$ cat src/rtl/pin_entry_comparator_pkg.sv
// Shared definitions for the PIN entry path: state encoding and the digit
// geometry defaults also used by the keypad scanner and the unlock FSM.
package pin_entry_comparator_pkg;

  localparam int DIGITS_DEF      = 4;
  localparam int DIGIT_W_DEF     = 4;
  localparam int TIMEOUT_CYC_DEF = 1024;

  typedef enum logic [1:0] {
    ST_IDLE    = 2'd0,
    ST_COLLECT = 2'd1,
    ST_REPORT  = 2'd2
  } state_e;

endpackage

$ cat src/rtl/pin_entry_comparator_entry_timer.sv
// Inter-digit idle timer: counts cycles while enabled, clears on request and
// saturates at TIMEOUT_CYC-1, where it flags expiry.
module pin_entry_comparator_entry_timer #(
  parameter int TIMEOUT_CYC = 1024
) (
  input  logic clk,
  input  logic rst,
  input  logic clr,
  input  logic en,
  output logic expired
);

  localparam int                CNT_W = $clog2(TIMEOUT_CYC + 1);
  localparam logic [CNT_W-1:0] LAST  = CNT_W'(TIMEOUT_CYC - 1);

  logic [CNT_W-1:0] count_q;
  logic [CNT_W-1:0] count_d;

  // Next count: clear wins, otherwise step up until the saturation point.
  always_comb begin
    count_d = count_q;
    if (clr) begin
      count_d = '0;
    end else if (en && (count_q != LAST)) begin
      count_d = count_q + 1'b1;
    end
  end

  // Count register with synchronous reset.
  always_ff @(posedge clk) begin
    if (rst) begin
      count_q <= '0;
    end else begin
      count_q <= count_d;
    end
  end

  assign expired = (count_q == LAST);

endmodule

$ cat src/rtl/pin_entry_comparator.sv
// Keypad PIN comparator: collects DIGITS key codes, compares each against the
// stored PIN on the fly and reports one registered match result per entry.
// Also handles PIN reprogramming (IDLE only) and the inter-digit timeout.
module pin_entry_comparator
  import pin_entry_comparator_pkg::*;
#(
  parameter int                        DIGITS      = DIGITS_DEF,
  parameter int                        DIGIT_W     = DIGIT_W_DEF,
  parameter int                        TIMEOUT_CYC = TIMEOUT_CYC_DEF,
  parameter logic [DIGITS*DIGIT_W-1:0] DEFAULT_PIN = 16'h1234
) (
  input  logic                          clk,
  input  logic                          rst,
  input  logic                          key_valid,
  input  logic [DIGIT_W-1:0]            key_code,
  input  logic                          key_clear,
  input  logic                          pin_load,
  input  logic [DIGITS*DIGIT_W-1:0]     pin_data,
  output logic                          equal,
  output logic                          entry_done,
  output logic                          entry_busy,
  output logic                          timeout,
  output logic                          pin_load_err,
  output logic [$clog2(DIGITS+1)-1:0]   digit_cnt
);

  localparam int                CNT_W    = $clog2(DIGITS + 1);
  localparam logic [CNT_W-1:0] LAST_IDX = CNT_W'(DIGITS - 1);

  state_e                      state_q, state_d;
  logic [DIGITS*DIGIT_W-1:0]   pin_q, pin_d;
  logic                        match_q, match_d;
  logic [CNT_W-1:0]            cnt_q, cnt_d;
  logic                        equal_q, equal_d;
  logic                        done_q, done_d;
  logic                        busy_q, busy_d;
  logic                        timeout_q, timeout_d;
  logic                        err_q, err_d;

  logic [DIGIT_W-1:0]          cur_digit;
  logic                        key_hit;
  logic                        timer_clr;
  logic                        timer_en;
  logic                        timer_expired;

  // The timer only runs inside an entry and restarts on every key or abort.
  assign timer_clr = (state_q != ST_COLLECT) || key_valid || key_clear;
  assign timer_en  = (state_q == ST_COLLECT);

  pin_entry_comparator_entry_timer #(
    .TIMEOUT_CYC (TIMEOUT_CYC)
  ) u_entry_timer (
    .clk     (clk),
    .rst     (rst),
    .clr     (timer_clr),
    .en      (timer_en),
    .expired (timer_expired)
  );

  // Select the PIN digit expected next; cnt_q is 0 in IDLE so this also covers digit 0.
  always_comb begin
    cur_digit = '0;
    for (int i = 0; i < DIGITS; i++) begin
      if (cnt_q == CNT_W'(i)) begin
        cur_digit = pin_q[(DIGITS-1-i)*DIGIT_W +: DIGIT_W];
      end
    end
  end

  assign key_hit = (key_code == cur_digit);

  // Entry FSM with digit index, running match and registered output values.
  always_comb begin
    state_d   = state_q;
    pin_d     = pin_q;
    match_d   = match_q;
    cnt_d     = cnt_q;
    equal_d   = equal_q;
    done_d    = 1'b0;
    timeout_d = 1'b0;
    err_d     = 1'b0;

    case (state_q)
      ST_IDLE: begin
        if (pin_load) begin
          pin_d = pin_data;
        end else if (key_valid) begin
          cnt_d   = CNT_W'(1);
          match_d = key_hit;
          equal_d = 1'b0;
          state_d = ST_COLLECT;
        end
      end

      ST_COLLECT: begin
        err_d = pin_load;
        if (key_clear) begin
          cnt_d   = '0;
          match_d = 1'b1;
          state_d = ST_IDLE;
        end else if (key_valid) begin
          match_d = match_q & key_hit;
          cnt_d   = cnt_q + 1'b1;
          if (cnt_q == LAST_IDX) begin
            state_d = ST_REPORT;
          end
        end else if (timer_expired) begin
          timeout_d = 1'b1;
          equal_d   = 1'b0;
          cnt_d     = '0;
          match_d   = 1'b1;
          state_d   = ST_IDLE;
        end
      end

      ST_REPORT: begin
        done_d  = 1'b1;
        equal_d = match_q;
        err_d   = pin_load;
        cnt_d   = '0;
        match_d = 1'b1;
        state_d = ST_IDLE;
      end

      default: begin
        state_d = ST_IDLE;
      end
    endcase

    busy_d = (state_d == ST_COLLECT);
  end

  // State, PIN and output registers with synchronous reset.
  always_ff @(posedge clk) begin
    if (rst) begin
      state_q   <= ST_IDLE;
      pin_q     <= DEFAULT_PIN;
      match_q   <= 1'b1;
      cnt_q     <= '0;
      equal_q   <= 1'b0;
      done_q    <= 1'b0;
      busy_q    <= 1'b0;
      timeout_q <= 1'b0;
      err_q     <= 1'b0;
    end else begin
      state_q   <= state_d;
      pin_q     <= pin_d;
      match_q   <= match_d;
      cnt_q     <= cnt_d;
      equal_q   <= equal_d;
      done_q    <= done_d;
      busy_q    <= busy_d;
      timeout_q <= timeout_d;
      err_q     <= err_d;
    end
  end

  assign equal        = equal_q;
  assign entry_done   = done_q;
  assign entry_busy   = busy_q;
  assign timeout      = timeout_q;
  assign pin_load_err = err_q;
  assign digit_cnt    = cnt_q;

endmodule
$ cat config.mk
export PLATFORM = sky130hd
export DESIGN_NAME = pin_entry_comparator
export DESIGN_NICKNAME = d
export VERILOG_FILES = /design/src/rtl/pin_entry_comparator_pkg.sv /design/src/rtl/pin_entry_comparator_entry_timer.sv /design/src/rtl/pin_entry_comparator.sv
export SDC_FILE = /design/constraint.sdc
export NUM_CORES = 1
export LEC_CHECK = 0
export ABC_AREA = 1
export BUFFER_PORTS_ARGS = -buffer_cell sky130_fd_sc_hd__buf_2
export CAP_MARGIN = 20
export CORE_MARGIN = 3
export CORE_UTILIZATION = 55
export DETAILED_ROUTE_END_ITERATION = 7
export GPL_TIMING_DRIVEN = 0
export PLACE_DENSITY = 0.8
export SYNTH_ARGS = -nofsm -noshare
export SYNTH_HDL_FRONTEND = slang
export SYNTH_SLANG_ARGS = --single-unit
export TNS_END_PERCENT = 20
$ cat constraint.sdc
create_clock -name clk -period 2 [get_ports clk]
set_clock_uncertainty 0.05 [all_clocks]
set_input_delay 0.1 -clock clk [delete_from_list [all_inputs] [get_ports clk]]
set_output_delay 0.1 -clock clk [all_outputs]
set_load 0.1 [all_outputs]
==> results of run 1 <==
[state kept, by name, indices dropped and copies added (netlist names)]
name                   flops
u_entry_timer.count_q     11
pin_load_err               1
equal                      1
entry_done                 1
timeout                    1
entry_busy                 1
digit_cnt                  3
pin_q                     16
match_q                    1
state_q                    2
[synthesized netlist by cell type, drive strengths merged, types with 3 or more instances]
master / instances / area share
nor2: 46 / 0.086
clkbuf: 4 / 0.0075
ha: 10 / 0.063
nor3: 6 / 0.023
nand3: 24 / 0.060
xor2: 3 / 0.013
a21oi: 11 / 0.028
xnor2: 3 / 0.013
inv: 37 / 0.070
dfxtp: 38 / 0.38
nand4: 3 / 0.017
nand2: 77 / 0.15
o21ai: 24 / 0.060
[layout make-up]
cell class              instances  area share
plain buffers                   5     0.01071
clock buffers                   5     0.01531
clock inverters                 2    0.004082
inverters                      37     0.05663
multi-input cells             213      0.4393
flip-flops and latches         38      0.3117
well taps                      46     0.02347
repair buffers                 50      0.1388
[worst min-delay path, cell delays in order]
cell and delay, ns:
buf_2 0.13, nand3_1 0.08, a21oi_1 0.06, nand2_1 0.08
nor2_1 0.04
[per-stage QoR]
step	setup slack [ns]	instances	power [W]
2_1_floorplan	0.09722	293	0.001145
3_3_place_gp	0.2442	371	0.001231
5_1_grt	0.02524	396	0.001744
4_1_cts	0.1634	396	0.001644
6_report	0.2310	396	0.001650
3_5_place_dp	0.1962	371	0.001242
[what timing repair did]
action,4_1_cts,5_1_grt
hold endpoints to repair,18,0
setup endpoints to repair,0,2
hold buffers,18,0
buffers inserted,0,0
resized for setup,0,2
[worst min path at each step]
stage / startpoint / end / cells past startpoint / slack [ns]
after global placement: pin_data[5] / pin_q[5] / 3 / 0.25
after global routing: key_valid / entry_busy / 5 / 0.16
after detailed placement: pin_data[2] / pin_q[2] / 3 / 0.25
after floorplan: rst / entry_done / 1 / 0.12
after CTS: key_valid / entry_busy / 5 / 0.10
final: key_valid / entry_busy / 5 / 0.12
[cells by family after synthesis]
| family | count (synthesis) | synth area share |
|---|---|---|
| DFF | 38 | 0.3807 |
| buffers and inverters | 42 | 0.08265 |
| xor gates and xnor gates | 6 | 0.02630 |
| and+or+nand+nor | 159 | 0.3488 |
| adders and majority gates | 10 | 0.06262 |
| AOI/OAI and AO/OA | 38 | 0.09894 |
[metal layers]
layer | routed length [um] | global-route usage | vias up
met3 | 180 | 0.04762 | 17
met4 | 140 | 0.1117 | 0
li1 | - | - | 1039
met1 | 2003 | 0.2754 | 909
met2 | 2449 | 0.4238 | 46
met5 | 0 | 0 | -
[power breakdown]
| part | switching, W | internal, W |
|---|---|---|
| registers | 0.0000296 | 0.000803 |
| logic | 0.000284 | 0.000143 |
| clock network | 0.000264 | 0.000127 |
| total | 0.000577 | 0.00107 |
==> flow_summary.ini, run 1 <==
[outcome]
outcome = completed

[clock_tree]
cts_tree = built
ctsLongestPathBuffers = 2
root_buffer = clkbuf_4
cts_sinks = 38
insertion_delay_ns = 0.36
clk_pin_slew_ns = 0.11
cts_htree_levels = 2
numCtsBuffers = 5

[setup_path]
crit_required_ns = 2.24
rrSetupSlack_ns = 0.23
cp_cell_sequence = inv_1 > ha_1 > nand2_1 > inv_1 > clkbuf_1 > nand2_1 > nand3_1
ff2ff_path_depth = 7
crit_family = buffers and inverters
cp_max_fo = 10
cp.depth = 7
arrival_ns = 2.01
worstSetupStartpointType = flop
rr_endpoint = pin_q[12]
critPathBufInv = 3
reg2reg_from = state_q[0]
startpoint = state_q[0]
path_class = flop to flop
end_kind = flop
crit_end = pin_q[12]
cp_slowest_cell = clkbuf_1
critPathMaxStageDelay_ns = 0.37

[power]
peakVddDrop_uv = 529.2
power_density_mw_per_mm2 = 672.9
p_leak_nw = 1.176

[drt]
drt_wl_total_um = 4774
antenna_left = 0
first_pass_iters = 4
wl_per_cell_um = 12.06
vias = 2011
vias_per_cell = 5.078
dr.first_iter.drc_count = 119
drc_errors = 0

[global_routing]
first_global_vias = 1867
antenna_found_initial = 0
grt_pass1_wl_um = 8148
grtUsageTotal = 0.2405
grt_overflow = 0
grt_start_max_net_pins = 12

[min_path]
hp-class = primary input to flop

[cells_and_area]
drive_gt1_frac = 0.1600
fin_util = 0.7179
mostFrequentLayoutCell = nand2_1
fillCellCount = 289
final-seq-area_um2 = 764.5
fin_area_mm2 = 0.002452
insertedDiodeCount = 0
fin_nets = 385
area_delta_synth_final_pct = 22.73
layout.cells.most_common_list = nand2_1 (73), nor2_1 (46), dfxtp_1 (35)
multi_input_area_mm2 = 0.001077

[sta]
setup_viol = 0
fin_crit_sh = 0.8845
slew_headroom = 0.6569
finalMaxSlewViolations = 0
worst_pin_slew_ns = 0.5147
grt_setup_unrepaired = no
finalHoldViolations = 0
worst_hold_slack_ns = 0.1231
setup-tns-final_ns = 0
max_freq_mhz = 565.3
finalCriticalPeriod_ns = 1.769

[die]
initial_utilization = 0.5850
die_h_um = 66.28
io_pins = 33
die_w_um = 66.28
core_mm2 = 0.003416
die_area_mm2 = 0.004392
std_cell_rows = 21

[yosys]
syn_area_mm2 = 0.001998
yosysSeqAreaShare = 0.3807
synth_cells = 293
yosysUniqueCellTypes = 27
synthesis.nets = 328
synth-seq-cells = 38
synth_flop_cell = dfxtp_1
ys_async_sr_fraction = 0
yosysWarnings = 0
synth_edf_count = 0
syn_avg_cell_area_um2 = 6.820

[placement]
globalplace.congestion = 0.8267
dpl.hpwl_um = 3298
port_buffers = 32
dpl_cell_area_mm2 = 0.002220

[flow_run]
drv_cap = 0
(Power assumes the default switching activity.)
==> run 2, diff against run 1 <==
- PLACE_DENSITY: 0.8 -> 0.82
==> flow_summary.ini, run 2 (synthesis results as in run 1) <==
[sta]
slew_headroom = 0.6744
finalCriticalPeriod_ns = 1.811
finalMaxSlewViolations = 0
max_freq_mhz = 552.0
fin_crit_sh = 0.9057
setup_viol = 0
grt_setup_unrepaired = no
finalHoldViolations = 0
worst_pin_slew_ns = 0.4918
setup-tns-final_ns = 0

[setup_path]
cp_max_fo = 6
crit_top_cell = nand2_2
cp_cell_sequence = ha_1 > nand4_4 > nor3_4 > nand2_2 > nand2_4 > nand2_2 > nand2_2 > inv_2 > nor2_1 > nor2_1
critPathMaxStageDelay_ns = 0.39
path_class = flop to flop
arrival_ns = 1.99
worstSetupStartpointType = flop
crit_required_ns = 2.18
critPathBufInv = 1
end_kind = flop
cp_slowest_cell = dfxtp_1
crit_family = simple AND/OR/NAND/NOR gates

[cells_and_area]
largest_reg_flops = 16
layout.cells.most_common_list = nand2_1 (73), nor2_1 (46), dfxtp_1 (35)
fin_nets = 385
fin_area_mm2 = 0.002457
insertedDiodeCount = 0
drive_gt1_frac = 0.1514
area_delta_synth_final_pct = 22.98
mostFrequentLayoutCell = nand2_1
regMostFlops = pin_q

[placement]
dpl_cell_area_mm2 = 0.002220
globalplace.congestion = 0.8368
port_buffers = 32
dpl.hpwl_um = 3239

[die]
io_pins = 33
core_mm2 = 0.003416
std_cell_rows = 21
die_area_mm2 = 0.004392
die_h_um = 66.28
die_w_um = 66.28
initial_utilization = 0.5850

[clock_tree]
insertion_delay_ns = 0.33
cts_htree_levels = 2
clk_pin_slew_ns = 0.11
cts_sinks = 38
cts_tree = built
root_buffer = clkbuf_4
ctsLongestPathBuffers = 2
numCtsBuffers = 5

[global_routing]
grt_overflow = 0
grtUsageTotal = 0.2142
grt_start_max_net_pins = 11
grt_pass1_wl_um = 7403
first_global_vias = 1802
antenna_found_initial = 0

[drt]
dr.first_iter.drc_count = 95
drc_errors = 0
first_pass_iters = 4
vias_per_cell = 5.008
wl_per_cell_um = 11.29
drt_wl_total_um = 4472
antenna_left = 0
vias = 1983

[power]
p_leak_nw = 1.175
power_density_mw_per_mm2 = 661.3
peakVddDrop_uv = 642.5
p_total_w = 0.001625

[flow_run]
drv_cap = 0

[outcome]
outcome = completed

[min_path]
hp-class = primary input to flop
run 2: cell count changes in the layout (fill, tap and decap cells not counted), sizes merged:
cell and change:
clkbuf +2, clkinv -2
run 2: final cells by class:
cell class	instances	area, um2
plain buffers	5	26.28
fillers	297	958.4
well taps	46	57.56
clock buffers	7	45.04
repair buffers	50	340.3
multi-input cells	213	1085
flip-flops and latches	38	764.5
inverters	37	138.9
run 2: what timing repair did:
item | in CTS | in global routing
endpoints found under the setup margin | 0 | 1
buffers inserted | 0 | 0
resized for setup | 0 | 2
hold buffers | 18 | 0
endpoints found under the hold margin | 18 | 0
run 2: tightest hold or removal path: stages:
cell and delay [ns]:
buf_2 0.13, nand2_1 0.06, nand2_1 0.05, nand2_1 0.05, nand2_1 0.05, inv_1 0.05
run 2: layer usage:
metal / GRT usage / wire length, um / vias to the layer above
met5: 0 / 0 / -
met4: 0.05584 / 38 / 0
met3: 0.05442 / 175 / 6
met2: 0.3916 / 2283 / 39
met1: 0.2440 / 1974 / 898
li1: - / - / 1040
run 2: path summary, 6_finish.rpt:
kind                                                start                   endpoint  slack (ns)  cells past startpoint
worst max-delay path             u_entry_timer.count_q[0]               digit_cnt[1]        0.19                     10
worst min register to register  u_entry_timer.count_q[10]  u_entry_timer.count_q[10]        0.42                      2
worst min-delay path                            key_valid                 state_q[0]        0.13                      6
worst max register to register   u_entry_timer.count_q[0]               digit_cnt[1]        0.19                     10
run 2: metrics by stage:
| stage | hold WS (ns) | utilization | worst slack (ns) | std cells |
|---|---|---|---|---|
| after floorplan | 0.1224 | - | 0.09722 | 293 |
| after global placement | 0.2489 | 0.6498 | 0.2485 | 371 |
| after detailed placement | 0.2529 | 0.6498 | 0.1852 | 371 |
| after CTS | 0.1104 | 0.7158 | 0.1615 | 396 |
| after global routing | 0.1825 | 0.7194 | 0.03298 | 396 |
| final | 0.1297 | 0.7194 | 0.1885 | 396 |
run 2: power breakdown:
group          switching (W)  internal [W]
Sequential         0.0000310      0.000803
Clock               0.000231      0.000133
Combinational       0.000283      0.000144
Total               0.000545       0.00108
